File: src/rtl/fifo_wr_arb_pkg.sv
// Shared types for the FIFO write-port arbiter: FSM state encoding,
// the A/B grant encoding and the round-robin pick helper.
package fifo_wr_arb_pkg;

    // Arbiter states. IDLE is the only state in which a requester can be accepted.
    typedef enum logic [1:0] {
        IDLE    = 2'd0,
        WR_A    = 2'd1,
        WR_B_LO = 2'd2,
        WR_B_HI = 2'd3
    } state_e;

    // Which requester won the most recent grant.
    typedef enum logic {
        GRANT_A = 1'b0,
        GRANT_B = 1'b1
    } grant_e;

    // Number of FIFO bytes carried by one requester B word.
    localparam int B_BYTES = 2;

    // Round-robin choice for a tie: the winner is whoever did not win last.
    // With only one requester valid, that requester wins outright.
    function automatic grant_e pickGrant(input logic aValid,
                                         input logic bValid,
                                         input grant_e last);
        grant_e winner;
        winner = GRANT_A;
        if (aValid && bValid) begin
            winner = (last == GRANT_A) ? GRANT_B : GRANT_A;
        end else if (bValid) begin
            winner = GRANT_B;
        end
        return winner;
    endfunction

endpackage

File: src/rtl/fifo_wr_arb_if.sv
// Handshake bundle between the two requesters, the arbiter and the FIFO
// write port. The slave modport is the arbiter's view; the master modport is
// the view of whatever drives the requesters and the FULL flag.
interface fifo_wr_arb_if #(
    parameter int DATA_WIDTH = 8
);

    logic                      a_valid;
    logic [DATA_WIDTH-1:0]     a_data;
    logic                      a_ready;
    logic                      b_valid;
    logic [2*DATA_WIDTH-1:0]   b_data;
    logic                      b_ready;
    logic                      full;
    logic [DATA_WIDTH-1:0]     wr_data;
    logic                      w_inc;
    logic                      busy;

    modport slave (
        input  a_valid,
        input  a_data,
        output a_ready,
        input  b_valid,
        input  b_data,
        output b_ready,
        input  full,
        output wr_data,
        output w_inc,
        output busy
    );

    modport master (
        output a_valid,
        output a_data,
        input  a_ready,
        output b_valid,
        output b_data,
        input  b_ready,
        output full,
        input  wr_data,
        input  w_inc,
        input  busy
    );

endinterface

File: src/rtl/fifo_wr_arb.sv
// Two-requester write arbiter in front of an asynchronous FIFO's write port.
// Requester A supplies single bytes, requester B supplies two-byte words that
// are written low byte first and never split by an A byte. Acceptance only
// happens in IDLE, so every transaction is followed by one IDLE cycle.
module fifo_wr_arb
    import fifo_wr_arb_pkg::*;
#(
    parameter int DATA_WIDTH = 8
) (
    input  logic           i_clk,
    input  logic           i_rst,
    fifo_wr_arb_if.slave   bus
);

    state_e                 r_state;
    logic [DATA_WIDTH-1:0]  r_hold;
    logic [DATA_WIDTH-1:0]  r_holdHi;
    grant_e                 r_last;

    logic                   w_idle;
    logic                   w_active;
    grant_e                 w_winner;
    logic                   w_grantA;
    logic                   w_grantB;

    // Accept decisions and write strobe are combinational; everything is
    // forced quiet while reset is held so nothing leaks out mid-reset.
    always_comb begin
        w_idle   = (r_state == IDLE) && !i_rst;
        w_active = (r_state != IDLE) && !i_rst;
        w_winner = pickGrant(bus.a_valid, bus.b_valid, r_last);
        w_grantA = w_idle && bus.a_valid && (w_winner == GRANT_A);
        w_grantB = w_idle && bus.b_valid && (w_winner == GRANT_B);
    end

    assign bus.a_ready = w_grantA;
    assign bus.b_ready = w_grantB;
    assign bus.w_inc   = w_active && !bus.full;
    assign bus.busy    = w_active;
    assign bus.wr_data = i_rst ? '0 : r_hold;

    // Arbiter FSM: capture the winner into the holding registers in IDLE, then
    // step through the write states only on cycles where the FIFO takes a byte.
    always_ff @(posedge i_clk) begin
        if (i_rst) begin
            r_state  <= IDLE;
            r_hold   <= '0;
            r_holdHi <= '0;
            r_last   <= GRANT_B;
        end else begin
            case (r_state)
                IDLE: begin
                    if (w_grantA) begin
                        r_hold  <= bus.a_data;
                        r_last  <= GRANT_A;
                        r_state <= WR_A;
                    end else if (w_grantB) begin
                        r_hold   <= bus.b_data[DATA_WIDTH-1:0];
                        r_holdHi <= bus.b_data[2*DATA_WIDTH-1:DATA_WIDTH];
                        r_last   <= GRANT_B;
                        r_state  <= WR_B_LO;
                    end
                end
                WR_A: begin
                    if (!bus.full) begin
                        r_state <= IDLE;
                    end
                end
                WR_B_LO: begin
                    if (!bus.full) begin
                        r_hold  <= r_holdHi;
                        r_state <= WR_B_HI;
                    end
                end
                WR_B_HI: begin
                    if (!bus.full) begin
                        r_state <= IDLE;
                    end
                end
                default: begin
                    r_state <= IDLE;
                end
            endcase
        end
    end

    // Safety properties: never two accepts at once and never a write into a full FIFO.
    always_ff @(posedge i_clk) begin
        if (!i_rst) begin
            assert (!(bus.a_ready && bus.b_ready));
            assert (!(bus.w_inc && bus.full));
        end
    end

endmodule

File: src/flat_wrapper.sv
// flat-port wrapper written by rule: the top's interface ports become plain ports
module fifo_wr_arb_flat import fifo_wr_arb_pkg::*;
#(
    parameter int DATA_WIDTH = 8
)
  (i_clk, i_rst, bus_a_valid, bus_a_data, bus_a_ready, bus_b_valid, bus_b_data, bus_b_ready, bus_full, bus_wr_data, bus_w_inc, bus_busy);
  fifo_wr_arb_if #(.DATA_WIDTH(DATA_WIDTH)) bus_i ();
  input  logic i_clk;
  input  logic i_rst;
  input wire logic [$bits(bus_i.a_valid)-1:0] bus_a_valid;
  input wire logic [$bits(bus_i.a_data)-1:0] bus_a_data;
  output wire logic [$bits(bus_i.a_ready)-1:0] bus_a_ready;
  input wire logic [$bits(bus_i.b_valid)-1:0] bus_b_valid;
  input wire logic [$bits(bus_i.b_data)-1:0] bus_b_data;
  output wire logic [$bits(bus_i.b_ready)-1:0] bus_b_ready;
  input wire logic [$bits(bus_i.full)-1:0] bus_full;
  output wire logic [$bits(bus_i.wr_data)-1:0] bus_wr_data;
  output wire logic [$bits(bus_i.w_inc)-1:0] bus_w_inc;
  output wire logic [$bits(bus_i.busy)-1:0] bus_busy;
  assign bus_i.a_valid = bus_a_valid;
  assign bus_i.a_data = bus_a_data;
  assign bus_a_ready = bus_i.a_ready;
  assign bus_i.b_valid = bus_b_valid;
  assign bus_i.b_data = bus_b_data;
  assign bus_b_ready = bus_i.b_ready;
  assign bus_i.full = bus_full;
  assign bus_wr_data = bus_i.wr_data;
  assign bus_w_inc = bus_i.w_inc;
  assign bus_busy = bus_i.busy;
  fifo_wr_arb #(.DATA_WIDTH(DATA_WIDTH)) u_core (.i_clk(i_clk), .i_rst(i_rst), .bus(bus_i));
endmodule
File: config.mk
export PLATFORM = sky130hd
export DESIGN_NAME = fifo_wr_arb_flat
export DESIGN_NICKNAME = d
export VERILOG_FILES = /design/src/rtl/fifo_wr_arb_pkg.sv /design/src/rtl/fifo_wr_arb_if.sv /design/src/rtl/fifo_wr_arb.sv /design/src/flat_wrapper.sv
export SDC_FILE = /design/constraint.sdc
export NUM_CORES = 1
export LEC_CHECK = 0
export ABC_AREA = 1
export ABC_CLOCK_PERIOD_IN_PS = 1300
export BUFFER_PORTS_ARGS = -buffer_cell sky130_fd_sc_hd__clkbuf_2
export CORE_AREA = 8 8 68 70
export DETAILED_ROUTE_END_ITERATION = 10
export DIE_AREA = 0 0 76 78
export PLACE_DENSITY_LB_ADDON = 0.08
export SLEW_MARGIN = 20
export SYNTH_ARGS = -nofsm -noshare
export SYNTH_HDL_FRONTEND = slang
export SYNTH_SLANG_ARGS = --single-unit
File: constraint.sdc
create_clock -name i_clk -period 1.3 [get_ports i_clk]
set_input_delay 0.26 -clock i_clk [delete_from_list [all_inputs] [get_ports i_clk]]
set_output_delay 0.26 -clock i_clk [all_outputs]
set_load 0.005 [all_outputs]
Word level (Yosys, flattened, before mapping)
Cells that the tools add are included.
Widths: inputs -> output; s select.
{ "word_totals": {"register_bits": 19, "in_bits": 29, "out_inout_bits": 12, "wordCells": 46} }
{ "classes": {"n_eq_ne": 6, "muxes": 15, "bitwise_logic": 2, "n_reduce_logical": 19} }
{ "ops": {"columns": ["cell", "count"], "rows": [
  ["$mux 8", 4],
  ["$pmux 8 s2", 1],
  ["$reduce_and 3->1", 3],
  ["$logic_and 1x1->1", 8],
  ["$mux 2", 4],
  ["$pmux 2 s3", 1],
  ["$reduce_bool 2->1", 3],
  ["$mux 1", 5],
  ["$eq 2x2->1 const B", 2],
  ["$ne 2x2->1 const B", 2],
  ["$ne 3x3->1 const B", 1],
  ["$eq 2x1->1 const B", 1],
  ["$logic_not 1->1", 2],
  ["$logic_not 2->1", 1],
  ["$not 1->1", 2],
  ["$reduce_and 2->1", 1],
  ["$reduce_or 2->1", 1]
]} }

Longest topological paths before layout
Gate-level depths: netlist of run 1.
{ "logic_depth": {"ltp_word": 7, "ltp_mapped": 9} }

Worst setup path after synthesis of run 1
Ideal clock, no wire load.
{ "synth_timing": {"kind": "register to output", "from": "reg u_core.r_state[1]", "to": "out bus_b_ready", "t_arrival_ps": 984, "required_ps": 1040, "slack_ps": 56, "path_stages_with_launch": 5, "cell_sequence": "dfxtp_1 -> nor2_4 -> nand2_2 -> nor2_2 -> buf_4"} }
{ "synth_between": {"elab_chain_cells": 4} }
{ "synth_lines": {"columns": ["element", "line", "rtl"], "rows": [
  ["start, declared", "fifo_wr_arb.sv:15", "state_e r_state;"],
  ["start signal, assigned", "fifo_wr_arb.sv:46", "r_state <= IDLE;"],
  ["start signal, assigned", "fifo_wr_arb.sv:56", "r_state <= WR_A;"],
  ["start signal, assigned", "fifo_wr_arb.sv:61", "r_state <= WR_B_LO;"],
  ["$logic_not 2->1", "fifo_wr_arb.sv:29", "w_idle = (r_state == IDLE) && !i_rst;"],
  ["$logic_and 1x1->1", "fifo_wr_arb.sv:29", null],
  ["$logic_and 1x1->1 (2 in a row)", "fifo_wr_arb.sv:33", "w_grantB = w_idle && bus.b_valid && (w_winner == GRANT_B);"],
  ["end, declared", "flat_wrapper.sv:15", "output wire logic [$bits(bus_i.b_ready)-1:0] bus_b_ready;"]
]} }
No other way between the ends.

Worst setup path after layout of run 1
{ "layout_timing": {"from": "reg u_core.r_state[0]", "to": "out bus_busy"} }
{ "layout_between": {"elab_chain_cells": 2} }
{ "layout_lines": {"columns": ["element", "line", "rtl"], "rows": [
  ["$reduce_bool 2->1", "fifo_wr_arb.sv:30", "w_active = (r_state != IDLE) && !i_rst;"],
  ["$logic_and 1x1->1", "fifo_wr_arb.sv:30", null],
  ["end, declared", "flat_wrapper.sv:19", "output wire logic [$bits(bus_i.busy)-1:0] bus_busy;"]
]} }
No other way between the ends.

==> results of run 1 <==
[final cells by class]
cell class	instances	area [um^2]
repair buffers	55	319
clock buffers	3	22.5
multi-input cells	122	622
flip-flops and latches	19	383
well taps	48	60.1
fillers	389	2050
inverters	23	86.3
clock inverters	1	5.00
[how the worst max path moves through the flow]
| stage | from | slack [ps] | depth (start not counted) | end |
|---|---|---|---|---|
| 2_1_floorplan | u_core.r_state[1] | 60 | 4 | bus_b_ready |
| 3_3_place_gp | bus_b_valid | 30 | 8 | u_core.r_hold[3] |
| 3_5_place_dp | bus_b_valid | 20 | 8 | u_core.r_hold[2] |
| 4_1_cts | u_core.r_state[1] | -140 | 4 | bus_b_ready |
| 5_1_grt | u_core.r_state[0] | -160 | 4 | bus_w_inc |
| 6_report | u_core.r_state[0] | -100 | 4 | bus_busy |
[power by group]
part	leakage (nW)	internal (mW)	switching (mW)
Combinational	0.620	0.726	1.01
Clock	0.0177	0.114	0.198
Sequential	0.157	0.786	0.0806
Total	0.795	1.63	1.29
[routing by layer]
layer | part of all wire, % | vias up | global-route usage, %
met3 | 5.1 | 4 | 3.11
met4 | 1.5 | 0 | 4.31
met5 | 0 | - | 0
li1 | - | 649 | -
met2 | 48 | 31 | 18.7
met1 | 45 | 526 | 12.8
[synth_stat cells, types with 2 or more instances]
| master | instances | area share (%) |
|---|---|---|
| nand2_2 | 2 | 1.1 |
| dfxtp_1 | 19 | 35 |
| buf_2 | 3 | 1.4 |
| inv_1 | 23 | 7.8 |
| nor2_4 | 2 | 2.0 |
| nand3_1 | 27 | 12 |
| o21ai_0 | 18 | 8.2 |
| nand2_1 | 48 | 16 |
| nor2_2 | 3 | 1.7 |
| nor2_1 | 13 | 4.4 |
[metrics by stage]
| stage | worst slack [ps] | TNS [ps] | total power, mW | cell area, um^2 | utilization, % |
|---|---|---|---|---|---|
| final | -98.5 | -484 | 2.92 | 1500 | 42.2 |
| after global routing | -161 | -1570 | 3.20 | 1500 | 42.2 |
| after CTS | -142 | -654 | 2.91 | 1480 | 41.7 |
| after detailed placement | 15.2 | 0 | 2.49 | 1410 | 39.6 |
| after global placement | 26.8 | 0 | 2.47 | 1410 | 39.6 |
| after floorplan | 56.3 | 0 | 1.93 | 1100 | - |
[state kept, by name (all words and copies together), names as in the netlist]
| signal | cells |
|---|---|
| u_core.r_holdHi | 8 |
| u_core.r_state | 2 |
| u_core.r_hold | 8 |
| u_core.r_last | 1 |
[worst max-delay path, delay by kind of cell, from the launching register on]
| family | cells | cell delay (ps) |
|---|---|---|
| flops | 1 | 350 |
| buf+inv | 2 | 290 |
| simple gates | 2 | 200 |
[kinds of logic (layout without fill, tap and decap cells)]
kind of cell	Yosys count	count (layout)
flops	19	19
simple gates	100	100
compound gates	22	22
buf+inv	29	82
[timing repair]
item	CTS	global route
hold buffers	0	0
setup endpoints to repair	4	20
resized for setup	7	4
hold endpoints to repair	0	0
pin swaps	1	3
setup buffers	3	2
==> impl_metrics.yaml, run 1 <==
timing:
  rsz0062_at_grt: "true"
  fin_worst_skew_ps: 1.56
  hold_violations: 0
  finalSetupViolations: 12
  period_share_pct: 108
  min_period_ps: 1400
  fmax_mhz: 715
  worst_pin_slew_ps: 367
  drv_slew: 0
  holdWs_ps: 153
  setup_slack_ps: -98.5
  slew_headroom_pct: 75.5
synth:
  muxShareOfSynthArea_pct: 0
  synthArstFlopShare_pct: 0
  synth_edf_count: 0
  synth_compound_area_share_pct: 11.5
  synth_ff_type: "dfxtp_1"
  synth-adder-area-share_pct: 0
  syn_nets: 199
  synth_top_family_by_area: "simple AND/OR/NAND/NOR gates"
  ys_seq_elements: 19
  yosysWarnings: 0
  yosysSeqAreaShare_pct: 34.5
  syn_area_mm2: 0.00110
  synthCells: 170
  synth_xor_area_share_pct: 0
  yosys.area_share.simple_pct: 42.7
  ys_types: 22
  synth_area_per_cell_um2: 6.48
layout:
  final_cell_mix: "nand2_1, clkbuf_2, nand3_1"
  final_nets: 253
  diodes: 0
  drive_gt1_share_pct: 34.1
  final_common_cell: "nand2_1"
  syn2layout_area_growth_pct: 36.0
  stdcell_count: 271
outcome:
  failed_checks: "setup timing"
  status: "finished with violations"
power:
  p_per_area_mw_per_mm2: 1950
  peakVddDrop_v: 0.000609
  power.leakage_nw: 0.795
place:
  port_buffers: 40
  dp_cells: 263
  dp_hpwl_um: 2520
  globalplace.congestion: 0.790
global_route:
  antenna_found_initial: 0
  first_global_vias: 1231
  grt_pass1_wl_um: 5490
  globalRouteOverflowTotal: 0
  grt_max_degree: 19
  grt.total_usage_pct: 11.0
critical_path:
  crit_path_cell_trace: "nor2_4 > buf_4 > nor2_1 > clkbuf_2"
  reg2reg_to: "u_core.r_hold[4]"
  end_kind: "output port"
  crit_arrival_ps: 1140
  worst-r2r-setup-slack_ps: -30
  reg2regPathDepth: 8
  cp.required_ps: 1040
  r2r-start: "u_core.r_state[0]"
  worst_setup_path_start_kind: "register"
  worstSetupPathType: "register to output port"
  critPathMaxFanout: 5
  slowest_delay_ps: 350
  slowest_stage: "dfxtp_2"
clock_network:
  cts_tree: "built"
  cts_root_buf: "clkbuf_4"
  clock-sinks: 19
  htreeDepth: 1
  ctsLongestPathBuffers: 2
  clkLatencyLatePin_ps: 300
  cts_made_buffers: 3
  clk_pin_slew_worst_paths_ps: 120
min_path:
  hold_end: "u_core.r_holdHi[0]"
  holdPathStages: 3
  hp-start: "bus_b_data[8]"
  min_path_type: "primary input to register"
routing:
  drt_iter0_markers: 30
  ant_nets: 0
  drtPass1Iterations: 4
  num_vias: 1210
  wl_per_cell_um: 11.7
  drt-vias-per-instance: 4.46
  wl_um: 3170
  drcViolationCount: 0
floorplan:
  coreArea_mm2: 0.00355
  die-area_mm2: 0.00593
  start_util_pct: 31.0
  pin_count: 41
  die_h_um: 78
  num_rows: 22
  die_x_um: 76
job:
  drv_cap: 0
(Power assumes the default switching activity.)
==> run 2, diff against run 1 <==
--- a/config.mk
+++ b/config.mk
@@ -5,13 +5,13 @@
 export SDC_FILE = /design/constraint.sdc
 export NUM_CORES = 1
 export LEC_CHECK = 0
-export ABC_AREA = 1
 export ABC_CLOCK_PERIOD_IN_PS = 1300
 export BUFFER_PORTS_ARGS = -buffer_cell sky130_fd_sc_hd__clkbuf_2
-export CORE_AREA = 8 8 68 70
+export CORE_AREA = 8 8 66 68
 export DETAILED_ROUTE_END_ITERATION = 10
-export DIE_AREA = 0 0 76 78
+export DIE_AREA = 0 0 74 76
 export PLACE_DENSITY_LB_ADDON = 0.08
+export SKIP_CTS_REPAIR_TIMING = 1
 export SLEW_MARGIN = 20
 export SYNTH_ARGS = -nofsm -noshare
 export SYNTH_HDL_FRONTEND = slang
==> impl_metrics.yaml, run 2 <==
synth:
  syn_area_mm2: 0.00101
  synth_area_per_cell_um2: 8.65
  synth_top_cells_by_area: "dfxtp_1, mux2i_1, o32ai_1"
  yosysMostFrequentCell: "dfxtp_1"
  yosys.area.top_type: "dfxtp_1"
  ys_types: 25
  yosysSeqAreaShare_pct: 37.6
  yosysWarnings: 0
  synth_ff_type: "dfxtp_1"
  syn_nets: 146
  synthArstFlopShare_pct: 0
  synth_commonest_cells: "dfxtp_1, inv_1, a21oi_1, o21ai_0, nor2b_1"
  synthCells: 117
  ys_seq_elements: 19
  synth_edf_count: 0
  synth_top_area_share_pct: 37.6
critical_path:
  worstSetupStartpoint: "u_core.r_state[1]"
  r2r-start: "u_core.r_state[1]"
  reg2regPathDepth: 5
  worst_setup_path_start_kind: "register"
  critPathMaxFanout: 5
  end_kind: "output port"
  reg2reg_to: "u_core.r_hold[1]"
  cp.required_ps: 1040
  crit_arrival_ps: 1200
  worstSetupPathType: "register to output port"
  endpoint: "bus_b_ready"
  worst-r2r-setup-slack_ps: -40
clock_network:
  clkLatencyLatePin_ps: 300
  htreeDepth: 1
  clk_pin_slew_worst_paths_ps: 110
  cts_tree: "built"
  clock-sinks: 19
  ctsLongestPathBuffers: 2
  cts_made_buffers: 3
  cts_root_buf: "clkbuf_4"
floorplan:
  start_util_pct: 29.4
  die_h_um: 76
  die-area_mm2: 0.00562
  pin_count: 41
  coreArea_mm2: 0.00344
  num_rows: 22
  die_x_um: 74
routing:
  wl_per_cell_um: 13.2
  drt-vias-per-instance: 4.69
  ant_nets: 0
  highest_layer: "met4"
  met3WireLength_um: 147
  wl_met1_um: 1350
  drt_iter0_markers: 35
  wl_met2_um: 1300
  drcViolationCount: 0
  wl_um: 2840
  drtPass1Iterations: 4
  num_vias: 1014
outcome:
  status: "finished with violations"
  failed_checks: "setup timing"
global_route:
  grt_max_degree: 18
  globalRouteOverflowTotal: 0
  antenna_found_initial: 0
  first_global_vias: 1028
  grt.total_usage_pct: 10.4
  grt_pass1_wl_um: 4730
layout:
  syn2layout_area_growth_pct: 42.2
  final_nets: 198
  final_cell_mix: "clkbuf_2, dfxtp_1, buf_4"
  stdcell_count: 216
  drive_gt1_share_pct: 46.4
  reg_top3: "u_core.r_holdHi: 8 flops, u_core.r_hold: 8 flops, u_core.r_state: 2 flops"
  final_common_cell: "clkbuf_2"
  diodes: 0
place:
  dp_cells: 208
  dp_hpwl_um: 2160
  globalplace.congestion: 0.727
  port_buffers: 40
timing:
  rsz0062_at_grt: "true"
  slew_headroom_pct: 79.7
  drv_slew: 0
  min_period_ps: 1460
  worst_pin_slew_ps: 303
  setup_slack_ps: -163
  hold_violations: 0
  holdWs_ps: 174
  fmax_mhz: 684
  period_share_pct: 113
  fin_worst_skew_ps: 7.09
  finalSetupViolations: 8
power:
  p_total_mw: 1.37
  p_per_area_mw_per_mm2: 950
  peakVddDrop_v: 0.000330
  power.leakage_nw: 0.662
job:
  drv_cap: 0
min_path:
  min_path_type: "primary input to register"
## run 2: cell count changes after synthesis, moves of 3 or more
cell	delta
nand2_1	-46
nor2b_1	+9
nand3b_1	+8
o21ai_0	-8
nor2_1	-9
inv_1	-11
a211oi_1	+8
nand3_1	-27
nor2_2	-3
o32ai_1	+8
a21oi_1	+9
mux2i_1	+8
## run 2: worst min path at each step
stage          depth (start not counted)  slack [ps]            endpoint      startpoint
3_3_place_gp                           3         500  u_core.r_holdHi[1]   bus_b_data[9]
5_1_grt                                3         180  u_core.r_holdHi[1]   bus_b_data[9]
2_1_floorplan                          2         400  u_core.r_holdHi[0]   bus_b_data[8]
6_report                               3         170  u_core.r_holdHi[1]   bus_b_data[9]
3_5_place_dp                           3         500  u_core.r_holdHi[4]  bus_b_data[12]
4_1_cts                                3         150  u_core.r_holdHi[4]  bus_b_data[12]
## run 2: worst max-delay path, stage by stage, from the launching register on
cell and delay, ps:
dfxtp_4 380, nor3_4 240, nand3_4 130, inv_2 60, clkbuf_2 100
## run 2: cell type report
cell class	instances	area, um^2
fill	362	2000
inverter	12	45.0
clock buffer	3	22.5
clock inverter	1	5.00
tap	48	60.1
sequential	19	387
multi-input combinational	78	596
timing repair buffer	55	324
## run 2: power by group
| part | total, mW | switching, mW | internal (mW) |
|---|---|---|---|
| Sequential | 0.689 | 0.0479 | 0.641 |
| Clock | 0.304 | 0.189 | 0.115 |
| Combinational | 0.374 | 0.176 | 0.197 |
| Total | 1.37 | 0.413 | 0.953 |
## run 2: metrics by stage
stage | cell area [um^2] | util, % | worst slack (ps) | TNS (ps)
after global placement | 1310 | 38.1 | -9.56 | -9.56
after CTS | 1340 | 38.9 | -273 | -646
after global routing | 1440 | 41.8 | -247 | -1170
final | 1440 | 41.8 | -163 | -504
after floorplan | 1010 | - | 65.2 | 0
after detailed placement | 1310 | 38.1 | 0.807 | 0
## run 2: layer usage
layer	GRT usage [%]	vias to the layer above
met5	0	-
met4	4.20	0
met3	2.11	4
met2	16.6	24
met1	12.9	460
li1	-	526
## run 2: cells by family (layout without fill, tap and decap cells)
| group | count (synthesis) | after routing | synth area share (%) |
|---|---|---|---|
| compound gates | 40 | 40 | 26.5 |
| buf+inv | 20 | 71 | 8.90 |
| flops | 19 | 19 | 37.6 |
| mux | 8 | 8 | 7.91 |
| simple gates | 30 | 30 | 19.2 |
==> run 3, diff against run 2 <==
--- a/config.mk
+++ b/config.mk
@@ -5,11 +5,11 @@
 export SDC_FILE = /design/constraint.sdc
 export NUM_CORES = 1
 export LEC_CHECK = 0
-export ABC_CLOCK_PERIOD_IN_PS = 1300
+export ABC_CLOCK_PERIOD_IN_PS = 1710
 export BUFFER_PORTS_ARGS = -buffer_cell sky130_fd_sc_hd__clkbuf_2
-export CORE_AREA = 8 8 66 68
+export CORE_AREA = 4 4 53 55
 export DETAILED_ROUTE_END_ITERATION = 10
-export DIE_AREA = 0 0 74 76
+export DIE_AREA = 0 0 57 59
 export PLACE_DENSITY_LB_ADDON = 0.08
 export SKIP_CTS_REPAIR_TIMING = 1
 export SLEW_MARGIN = 20
==> constraint.sdc (replaced) <==
create_clock -name i_clk -period 1.71 [get_ports i_clk]
set_input_delay 0.342 -clock i_clk [delete_from_list [all_inputs] [get_ports i_clk]]
set_output_delay 0.342 -clock i_clk [all_outputs]
set_load 0.005 [all_outputs]
==> impl_metrics.yaml, run 3 (same netlist as run 2, synthesis figures left out) <==
place:
  globalplace.congestion: 0.843
  port_buffers: 40
  dp_hpwl_um: 1860
critical_path:
  slowest_stage: "dfxtp_1"
  crit_arrival_ps: 1220
  cp.required_ps: 1370
  reg2regPathDepth: 4
  cp.depth: 4
  worst_setup_path_start_kind: "register"
  critPathBufInv: 2
  slowest_delay_ps: 390
  worstSetupPathType: "register to output port"
  crit_family: "flip-flops"
  end_kind: "output port"
  critPathMaxFanout: 7
  crit_path_cell_trace: "nor3_2 > nand3_2 > inv_1 > clkbuf_2"
routing:
  drtPass1Iterations: 4
  drt-vias-per-instance: 5.09
  wl_um: 2370
  drt_iter0_markers: 27
  wl_per_cell_um: 12.7
  ant_nets: 0
  num_vias: 951
  drcViolationCount: 0
global_route:
  grt_pass1_wl_um: 3840
  first_global_vias: 862
  grt_max_degree: 18
  grt.total_usage_pct: 14.5
  globalRouteOverflowTotal: 0
  antenna_found_initial: 0
clock_network:
  clk_pin_slew_worst_paths_ps: 110
  clkLatencyLatePin_ps: 300
  htreeDepth: 1
  cts_made_buffers: 3
  cts_tree: "built"
  ctsLongestPathBuffers: 2
  clock-sinks: 19
  cts_root_buf: "clkbuf_4"
layout:
  final_nets: 187
  drive_gt1_share_pct: 35.0
  fillers: 250
  syn2layout_area_growth_pct: 25.1
  final_cell_mix: "clkbuf_2, dfxtp_1, inv_1"
  regArea_um2: 382
  reg_top3: "u_core.r_holdHi: 8 flops, u_core.r_hold: 8 flops, u_core.r_state: 2 flops"
  multi_input_area_um2: 542
  diodes: 0
  final_common_cell: "clkbuf_2"
timing:
  rsz0062_at_grt: "false"
  final.setup.tns_ps: 0
  min_period_ps: 1570
  finalSetupViolations: 0
  hold_violations: 0
  fin_worst_skew_ps: 5.63
  drv_slew: 0
  slew_headroom_pct: 78.7
  fmax_mhz: 639
  worst_pin_slew_ps: 318
  period_share_pct: 91.5
floorplan:
  coreArea_mm2: 0.00239
  start_util_pct: 42.4
  die_h_um: 59
  pin_count: 41
  num_rows: 18
  die-area_mm2: 0.00336
  die_x_um: 57
power:
  peakVddDrop_v: 0.000613
  p_per_area_mw_per_mm2: 777
  p_total_mw: 0.984
  power.leakage_nw: 0.591
min_path:
  holdPathStages: 3
  min_path_type: "primary input to register"
outcome:
  status: "complete, no violations"
job:
  drv_cap: 0
[run 3: cell count changes in the layout (fill, tap and decap cells not counted), moves of 2 or more]
cell | previous run | this run
a211oi_1 | 1 | 8
a211oi_2 | 7 | 0
buf_4 | 12 | 4
buf_6 | 3 | 0
dfxtp_1 | 16 | 18
[run 3: layout make-up]
type                            instances  share of cell area (%)
Clock buffer                            3                    1.78
Clock inverter                          1                   0.593
Inverter                               12                    3.56
Multi-Input combinational cell         78                    42.8
Sequential cell                        19                    30.1
Tap cell                               30                    2.96
Timing Repair Buffer                   44                    18.2
[run 3: metrics by stage]
step	hold WS [ps]	instances	area, um^2	util (%)	setup WS [ps]
2_1_floorplan	478	117	1010	-	393
3_3_place_gp	505	183	1230	51.7	271
3_5_place_dp	511	183	1230	51.7	240
4_1_cts	254	187	1260	53.0	19.3
5_1_grt	254	187	1270	53.0	25.3
6_report	255	187	1270	53.0	145
[run 3: worst paths after layout]
path                           start                 end  slack [ps]
setup reg to reg   u_core.r_state[1]    u_core.r_hold[1]         320
hold / removal        bus_b_data[15]  u_core.r_holdHi[7]         250
hold reg to reg   u_core.r_holdHi[7]  u_core.r_holdHi[7]         530
setup / recovery   u_core.r_state[1]         bus_b_ready         140
[run 3: routing by layer]
layer  global-route usage (%)  up-vias  share of wire (%)  wire length [um]
met2                     22.0       30                 43              1020
met3                     4.36        2                6.6               157
met1                     20.4      417                 50              1180
met5                        0        -                  0                 0
met4                     3.31        0               0.80                19
li1                         -      502                  -                 -
[run 3: power by group]
| group | internal [mW] | total, mW | switching, mW | leakage, nW |
|---|---|---|---|---|
| logic | 0.117 | 0.226 | 0.109 | 0.420 |
| clock network | 0.0890 | 0.233 | 0.144 | 0.0139 |
| registers | 0.487 | 0.525 | 0.0376 | 0.157 |
| total | 0.693 | 0.984 | 0.291 | 0.591 |
[run 3: tightest hold or removal path: cells and delay by family]
kind                   cells  cell delay [ps]
AO/OA/AOI/OAI              1               60
buffers and inverters      2              110
